===== src/rtl/lenet_pkg.sv =====
// Shared LeNet accelerator definitions: scheduler state encoding, default layer
// geometry and the output-map dimension helper.
package lenet_pkg;

  typedef enum logic [1:0] {
    IDLE,
    RUN,
    DRAIN
  } sched_state_t;

  localparam int unsigned C1_IMG_W = 28;
  localparam int unsigned C1_IMG_H = 28;
  localparam int unsigned C1_KSIZE = 5;
  localparam int unsigned C3_IMG_W = 14;
  localparam int unsigned C3_IMG_H = 14;
  localparam int unsigned C3_KSIZE = 5;

  function automatic int unsigned out_dim(input int unsigned img, input int unsigned k);
    return img - k + 1;
  endfunction

endpackage


===== src/rtl/DffPosRst.sv =====
// Rising-edge register with asynchronous active-high clear.
module DffPosRst #(
  parameter int unsigned WIDTH = 1
) (
  input  logic             clk,
  input  logic             rst,
  input  logic [WIDTH-1:0] d,
  output logic [WIDTH-1:0] q
);

  always_ff @(posedge clk or posedge rst) begin
    if (rst) q <= '0;
    else     q <= d;
  end

endmodule


===== src/rtl/conv_window_cnt.sv =====
// Nested kx/ky/col/row window counters with incremental read-address and
// output-window-index generation (adds of 1 or IMG_W only).
module conv_window_cnt
  import lenet_pkg::*;
#(
  parameter int unsigned IMG_W      = C1_IMG_W,
  parameter int unsigned IMG_H      = C1_IMG_H,
  parameter int unsigned KSIZE      = C1_KSIZE,
  parameter int unsigned ADDR_WIDTH = 10
) (
  input  logic                  clk,
  input  logic                  rst,
  input  logic                  adv,
  output logic                  tap0,
  output logic                  last_tap,
  output logic                  last_window,
  output logic [ADDR_WIDTH-1:0] addr,
  output logic [ADDR_WIDTH-1:0] win_idx
);

  localparam int unsigned OW = out_dim(IMG_W, KSIZE);
  localparam int unsigned OH = out_dim(IMG_H, KSIZE);
  localparam int unsigned KW = $clog2(KSIZE + 1);
  localparam int unsigned CW = $clog2(OW + 1);
  localparam int unsigned RW = $clog2(OH + 1);

  localparam logic [KW-1:0]         K_LAST   = KW'(KSIZE - 1);
  localparam logic [CW-1:0]         C_LAST   = CW'(OW - 1);
  localparam logic [RW-1:0]         R_LAST   = RW'(OH - 1);
  localparam logic [ADDR_WIDTH-1:0] ROW_STEP = ADDR_WIDTH'(IMG_W);
  localparam logic [ADDR_WIDTH-1:0] ONE      = ADDR_WIDTH'(1);

  logic [KW-1:0]         kx, ky;
  logic [CW-1:0]         col;
  logic [RW-1:0]         row;
  logic [ADDR_WIDTH-1:0] line_base, win_base, row_base;
  logic                  kx_last, ky_last, col_last, row_last;

  assign kx_last     = (kx == K_LAST);
  assign ky_last     = (ky == K_LAST);
  assign col_last    = (col == C_LAST);
  assign row_last    = (row == R_LAST);
  assign tap0        = (kx == '0) && (ky == '0);
  assign last_tap    = kx_last && ky_last;
  assign last_window = col_last && row_last;

  // line_base = row*IMG_W, win_base = line_base+col, row_base = win_base+ky*IMG_W;
  // addr tracks row_base+kx so every step is a single small add.
  always_ff @(posedge clk or posedge rst) begin
    if (rst) begin
      kx        <= '0;
      ky        <= '0;
      col       <= '0;
      row       <= '0;
      line_base <= '0;
      win_base  <= '0;
      row_base  <= '0;
      addr      <= '0;
      win_idx   <= '0;
    end else if (adv) begin
      if (!kx_last) begin
        kx   <= kx + 1'b1;
        addr <= addr + ONE;
      end else begin
        kx <= '0;
        if (!ky_last) begin
          ky       <= ky + 1'b1;
          row_base <= row_base + ROW_STEP;
          addr     <= row_base + ROW_STEP;
        end else begin
          ky      <= '0;
          win_idx <= last_window ? '0 : win_idx + ONE;
          if (!col_last) begin
            col      <= col + 1'b1;
            win_base <= win_base + ONE;
            row_base <= win_base + ONE;
            addr     <= win_base + ONE;
          end else begin
            col <= '0;
            if (!row_last) begin
              row       <= row + 1'b1;
              line_base <= line_base + ROW_STEP;
              win_base  <= line_base + ROW_STEP;
              row_base  <= line_base + ROW_STEP;
              addr      <= line_base + ROW_STEP;
            end else begin
              row       <= '0;
              line_base <= '0;
              win_base  <= '0;
              row_base  <= '0;
              addr      <= '0;
            end
          end
        end
      end
    end
  end

endmodule


===== src/rtl/conv_window_sched.sv =====
// Convolution-layer window scheduler: walks the KSIZE x KSIZE window over the
// input map, issues SRAM reads and drives MAC clear/enable and window tags.
module conv_window_sched
  import lenet_pkg::*;
#(
  parameter int unsigned IMG_W      = C1_IMG_W,
  parameter int unsigned IMG_H      = C1_IMG_H,
  parameter int unsigned KSIZE      = C1_KSIZE,
  parameter int unsigned ADDR_WIDTH = 10
) (
  input  logic                  clk,
  input  logic                  rst,
  input  logic                  start,
  input  logic                  out_ready,
  output logic                  busy,
  output logic                  done,
  output logic                  rd_en,
  output logic [ADDR_WIDTH-1:0] rd_addr,
  output logic                  mac_clr,
  output logic                  mac_en,
  output logic                  out_valid,
  output logic [ADDR_WIDTH-1:0] out_addr
);

  sched_state_t          state;
  logic                  drain_cnt;
  logic                  adv;
  logic                  tap0, last_tap, last_window;
  logic [ADDR_WIDTH-1:0] win_idx;
  logic                  v1, d1;
  logic [ADDR_WIDTH-1:0] a1;

  // A bubble only stalls the first tap, so a window is never split mid-MAC.
  assign adv   = (state == RUN) && !(tap0 && !out_ready);
  assign rd_en = adv;
  assign busy  = (state != IDLE);

  always_ff @(posedge clk or posedge rst) begin
    if (rst) begin
      state     <= IDLE;
      drain_cnt <= 1'b0;
    end else begin
      case (state)
        IDLE: if (start) state <= RUN;
        RUN: begin
          if (adv && last_tap && last_window) begin
            state     <= DRAIN;
            drain_cnt <= 1'b0;
          end
        end
        DRAIN: begin
          if (drain_cnt) state <= IDLE;
          else           drain_cnt <= 1'b1;
        end
        default: state <= IDLE;
      endcase
    end
  end

  conv_window_cnt #(
    .IMG_W     (IMG_W),
    .IMG_H     (IMG_H),
    .KSIZE     (KSIZE),
    .ADDR_WIDTH(ADDR_WIDTH)
  ) u_cnt (
    .clk        (clk),
    .rst        (rst),
    .adv        (adv),
    .tap0       (tap0),
    .last_tap   (last_tap),
    .last_window(last_window),
    .addr       (rd_addr),
    .win_idx    (win_idx)
  );

  DffPosRst #(.WIDTH(1)) u_mac_en  (.clk(clk), .rst(rst), .d(adv),          .q(mac_en));
  DffPosRst #(.WIDTH(1)) u_mac_clr (.clk(clk), .rst(rst), .d(adv && tap0),  .q(mac_clr));
  DffPosRst #(.WIDTH(1)) u_v1      (.clk(clk), .rst(rst), .d(adv && last_tap), .q(v1));
  DffPosRst #(.WIDTH(1)) u_valid   (.clk(clk), .rst(rst), .d(v1),           .q(out_valid));
  DffPosRst #(.WIDTH(1)) u_d1      (.clk(clk), .rst(rst), .d(adv && last_tap && last_window), .q(d1));
  DffPosRst #(.WIDTH(1)) u_done    (.clk(clk), .rst(rst), .d(d1),           .q(done));

  DffPosRst #(.WIDTH(ADDR_WIDTH)) u_a1 (
    .clk(clk), .rst(rst), .d((adv && last_tap) ? win_idx : a1), .q(a1)
  );
  DffPosRst #(.WIDTH(ADDR_WIDTH)) u_oaddr (
    .clk(clk), .rst(rst), .d(v1 ? a1 : out_addr), .q(out_addr)
  );

endmodule


===== config.mk =====
export PLATFORM = sky130hd
export DESIGN_NAME = conv_window_sched
export DESIGN_NICKNAME = d
export VERILOG_FILES = /design/src/rtl/lenet_pkg.sv /design/src/rtl/DffPosRst.sv /design/src/rtl/conv_window_cnt.sv /design/src/rtl/conv_window_sched.sv
export SDC_FILE = /design/constraint.sdc
export NUM_CORES = 1
export LEC_CHECK = 0
export CAP_MARGIN = 30
export CORE_MARGIN = 3
export CORE_UTILIZATION = 30
export CTS_CLUSTER_DIAMETER = 40
export DETAILED_ROUTE_END_ITERATION = 16
export PLACE_DENSITY_LB_ADDON = 0.15
export SLEW_MARGIN = 20
export SYNTH_ARGS = -nofsm -noshare
export SYNTH_HDL_FRONTEND = slang
export SYNTH_SLANG_ARGS = --single-unit

===== constraint.sdc =====
create_clock -name clk -period 5.2 [get_ports clk]
set_input_delay 0.52 -clock clk [delete_from_list [all_inputs] [get_ports clk]]
set_output_delay 0.52 -clock clk [all_outputs]
set_load 0.01 [all_outputs]

==> flow_summary.yaml <==
status:
  status: "finished clean"
power_and_ir_drop:
  power.sequential.fraction_pct: 44.5
  fraction_of_power_spent_switching_nets_pct: 31.4
  power.density_cell_area_mw_per_mm2: 403
  power.internal_w: 0.00147
  p_sw_w: 0.000674
  max-vdd-ir-drop_mv: 0.193
  comb_power_share_pct: 23.8
  power_frac_clock_pct: 31.7
  leakage_nw: 2.44
logic_synthesis:
  async_sr_flop_fraction_pct: 100
  ys.warnings.count: 0
  yosysSeqAreaShare_pct: 52.0
  synthFlopType: "dfrtp_1"
  yosysTopAreaCellShare_pct: 52.0
  synthTopCellsByArea: "dfrtp_1 52%, nand2_1 7.1%, o21ai_0 3.6%, xor2_1 3.5%, ha_1 3.0%"
  synthesis.nets: 473
  synth_cell_types: 58
  netlist.top_cell.by_area: "dfrtp_1"
  synth_enable_flop_cells: 0
  yosys_register_bits: 95
  netlist_instances: 458
  synth_area_per_cell_sq_um: 9.98
  mappedNetlistArea_sq_mm: 0.00457
floorplan:
  core.rowCount: 44
  floorplan.initialDensity_pct: 31.1
  floorplan.die_area_sq_mm: 0.0167
  boundaryPins: 30
  chipHeight_um: 129
  fp.dieW_um: 129
  core-area_sq_mm: 0.0147
critical_path:
  path_buf_inv: 2
  critical_path.max_stage_delay_ns: 0.59
  signal_arrival_time_at_the_worst_endpoint_ns: 3.52
  crit_path_frequent_cell: "nand2_2"
  critical_path.slowest_cell: "and4b_1"
  critical_path.startpoint_type: "register"
  required_time_of_the_critical_path_ns: 5.46
  cp_cell_sequence: "inv_1 > ha_1 > and4b_1 > nand2_2 > inv_2 > nand2_2 > or3_1 > o21ai_0"
  critical_path.endpoint_type: "register"
  worst-path-max-fanout: 36
  timing.reg2reg.setup_slack_ns: 1.94
  type_of_the_setup_path_with_the_least_slack: "register to register"
  crit_family: "simple AND/OR/NAND/NOR gates"
finish:
  design.final.nets: 495
  final_util_pct: 36.2
  antenna_cells_inserted: 0
  area_delta_synth_final_pct: 16.4
  post_layout_nonfiller_instances: 669
  layout-drive-gt1-share_pct: 9.07
  final_area_sq_mm: 0.00532
timing:
  period_share_pct: 62.7
  timing_worst_slew_pin_value_ns: 0.783
  timing.hold.ws_ns: 0.350
  finalHoldViolations: 0
  finalSetupViolations: 0
  max_freq_mhz: 307
  rsz0062_at_grt: "false"
  timing.clock.skew_ns: 0.00755
  max_slew_margin_pct: 47.4
  final_max_slew_viol_count: 0
  period_needed_ns: 3.26
  final_tns_setup_ns: 0
global_routing:
  largest_net_degree_at_the_start_of_global_routing: 57
  vias_in_the_first_global_route: 3359
  overflow: 0
  grt_pass1_wl_um: 17300
  grtUsageTotal_pct: 13.1
  initial_antenna_violation_count: 0
routing:
  detailedRoute.firstIterationViolations: 234
  dr_total_vias: 3301
  drt-vias-per-instance: 4.93
  drc: 0
  routedWlPerCell_um: 15.0
  routed_wl_um: 10000
  dr.pass1.iters: 4
  ant_nets: 0
cts:
  clk-insertion-delay-late_ns: 0.35
  cts.repair.resized: 0
  cts_inserted_buffers: 9
  cts_hold_buffers: 0
  cts_buffer_depth: 2
  cts_tree: "done"
  clock_pin_slew_reported_for_the_worst_setup_and_hold_paths_after_clock_tree_synthesis_ns: 0.07
  clock-sinks: 95
  cts_setup_buffers: 0
  htreeDepth: 3
  cts_root_buffer: "clkbuf_16"
placed_design:
  gpl.final_weighted_congestion: 0.776
  number_of_cells_after_detailed_placement: 652
  place_area_sq_mm: 0.00500
  port-buffer-count: 29
  detailed_place_hpwl_um: 6810
min_path:
  timing.hold.worst.class: "register to register"
run:
  number_of_maximum_capacitance_violations: 0
-- registers in the layout (all words and copies together), names as in the netlist --
register         flops
u_oaddr.q           10
u_done.q             1
u_mac_en.q           1
u_cnt.row            5
u_cnt.col            5
u_cnt.row_base      10
u_cnt.kx             3
u_a1.q              10
u_d1.q               1
u_cnt.win_idx       10
u_cnt.win_base      10
u_valid.q            1
u_cnt.addr          10
u_mac_clr.q          1
u_v1.q               1
u_cnt.ky             3
u_cnt.line_base     10
drain_cnt            1
state                2
-- power groups by stage --
stage	Combinational [W]	Clock (W)	Sequential (W)
final	0.000512	0.000680	0.000954
after CTS	0.000522	0.000705	0.000955
after global routing	0.000584	0.000734	0.000975
after global placement	0.000511	0	0.000967
after floorplan	0.000343	0	0.000947
after detailed placement	0.000516	0	0.000970
-- layer usage --
layer / track usage (%) / wire length [um] / part of all wire (%) / vias to the layer above
li1: - / - / - / 1651
met1: 18.5 / 5130 / 51 / 1592
met2: 19.2 / 4350 / 43 / 42
met3: 2.84 / 295 / 2.9 / 16
met4: 5.81 / 227 / 2.3 / 0
met5: 0 / 0 / 0 / -
-- logic make-up after synthesis --
family                     Yosys count  synth area share (%)
AOI/OAI and AO/OA                   94                  13.7
xor gates and xnor gates            29                  5.56
adders and majority gates           11                  3.01
buffers and inverters               36                  3.40
DFF                                 95                  52.0
muxes                               14                  3.53
and+or+nand+nor                    179                  18.8
-- stage by stage --
step	total power, W	worst slack (ns)
2_1_floorplan	0.00129	2.20
3_3_place_gp	0.00148	1.98
3_5_place_dp	0.00149	1.89
4_1_cts	0.00218	1.85
5_1_grt	0.00229	1.51
6_report	0.00215	1.94
-- worst register-to-register path, cell delays in order (launching register included) --
cell and delay (ns):
dfrtp_1 0.41, inv_1 0.07, ha_1 0.24, and4b_1 0.59, nand2_2 0.59, inv_2 0.60
nand2_2 0.24, or3_1 0.35, o21ai_0 0.08
-- layout make-up --
class                      instances  area [sq um]
multi-input combinational        327          2040
tap                              184           230
timing repair buffer              31           305
sequential                        95          2380
clock inverter                     6          68.8
fill                            1457          9380
inverter                          16          62.6
clock buffer                      10           239
-- cell usage in the layout, fill, tap and decap left out, types with 4 or more instances in the layout --
| cell | instances |
|---|---|
| a21o_1 | 10 |
| a21oi_1 | 14 |
| nand3_1 | 12 |
| nor3_1 | 9 |
| and3_1 | 5 |
| nor2b_1 | 6 |
| mux2_2 | 11 |
| nand4_1 | 14 |
| clkbuf_16 | 9 |
| o21ai_0 | 33 |
| nand2_1 | 86 |
| inv_1 | 13 |
| nor2_1 | 21 |
| xor2_1 | 18 |
| ha_1 | 11 |
| or3_1 | 8 |
| xnor2_1 | 11 |
| o211ai_1 | 4 |
| dfrtp_1 | 95 |
| o21ai_1 | 7 |
| clkdlybuf4s50_1 | 29 |
-- synthesized netlist by cell type, types with 2 or more instances --
| cell type | n |
|---|---|
| buf_2 | 7 |
| and4b_1 | 3 |
| nor3_1 | 9 |
| nor2_2 | 2 |
| or3_1 | 8 |
| and3_1 | 5 |
| nor2_1 | 21 |
| a211oi_1 | 3 |
| a21o_1 | 10 |
| o211ai_1 | 4 |
| nand2_2 | 2 |
| nand4_1 | 14 |
| inv_2 | 2 |
| o311ai_0 | 2 |
| o21ai_1 | 7 |
| xnor2_1 | 11 |
| o31ai_1 | 2 |
| nand2_1 | 86 |
| nand3_1 | 12 |
| dfrtp_1 | 95 |
| a21oi_1 | 14 |
| ha_1 | 11 |
| nand4b_1 | 2 |
| nor2b_1 | 6 |
| mux2_1 | 2 |
| inv_1 | 14 |
| o221ai_1 | 3 |
| clkbuf_1 | 10 |
| o21ai_0 | 33 |
| nand2b_1 | 3 |
| xor2_1 | 18 |
| mux2_2 | 11 |
-- worst paths after layout --
check / endpoint / startpoint / cells after the start
max: u_cnt.line_base[3] / u_cnt.kx[0] / 8
min: u_done.q / u_d1.q / 0
max reg2reg: u_cnt.line_base[3] / u_cnt.kx[0] / 8
min reg2reg: u_done.q / u_d1.q / 0
max in group asynchronous: u_cnt.win_base[6] / rst / 3
min in group asynchronous: u_valid.q / rst / 2
(Power assumes the default switching activity.)
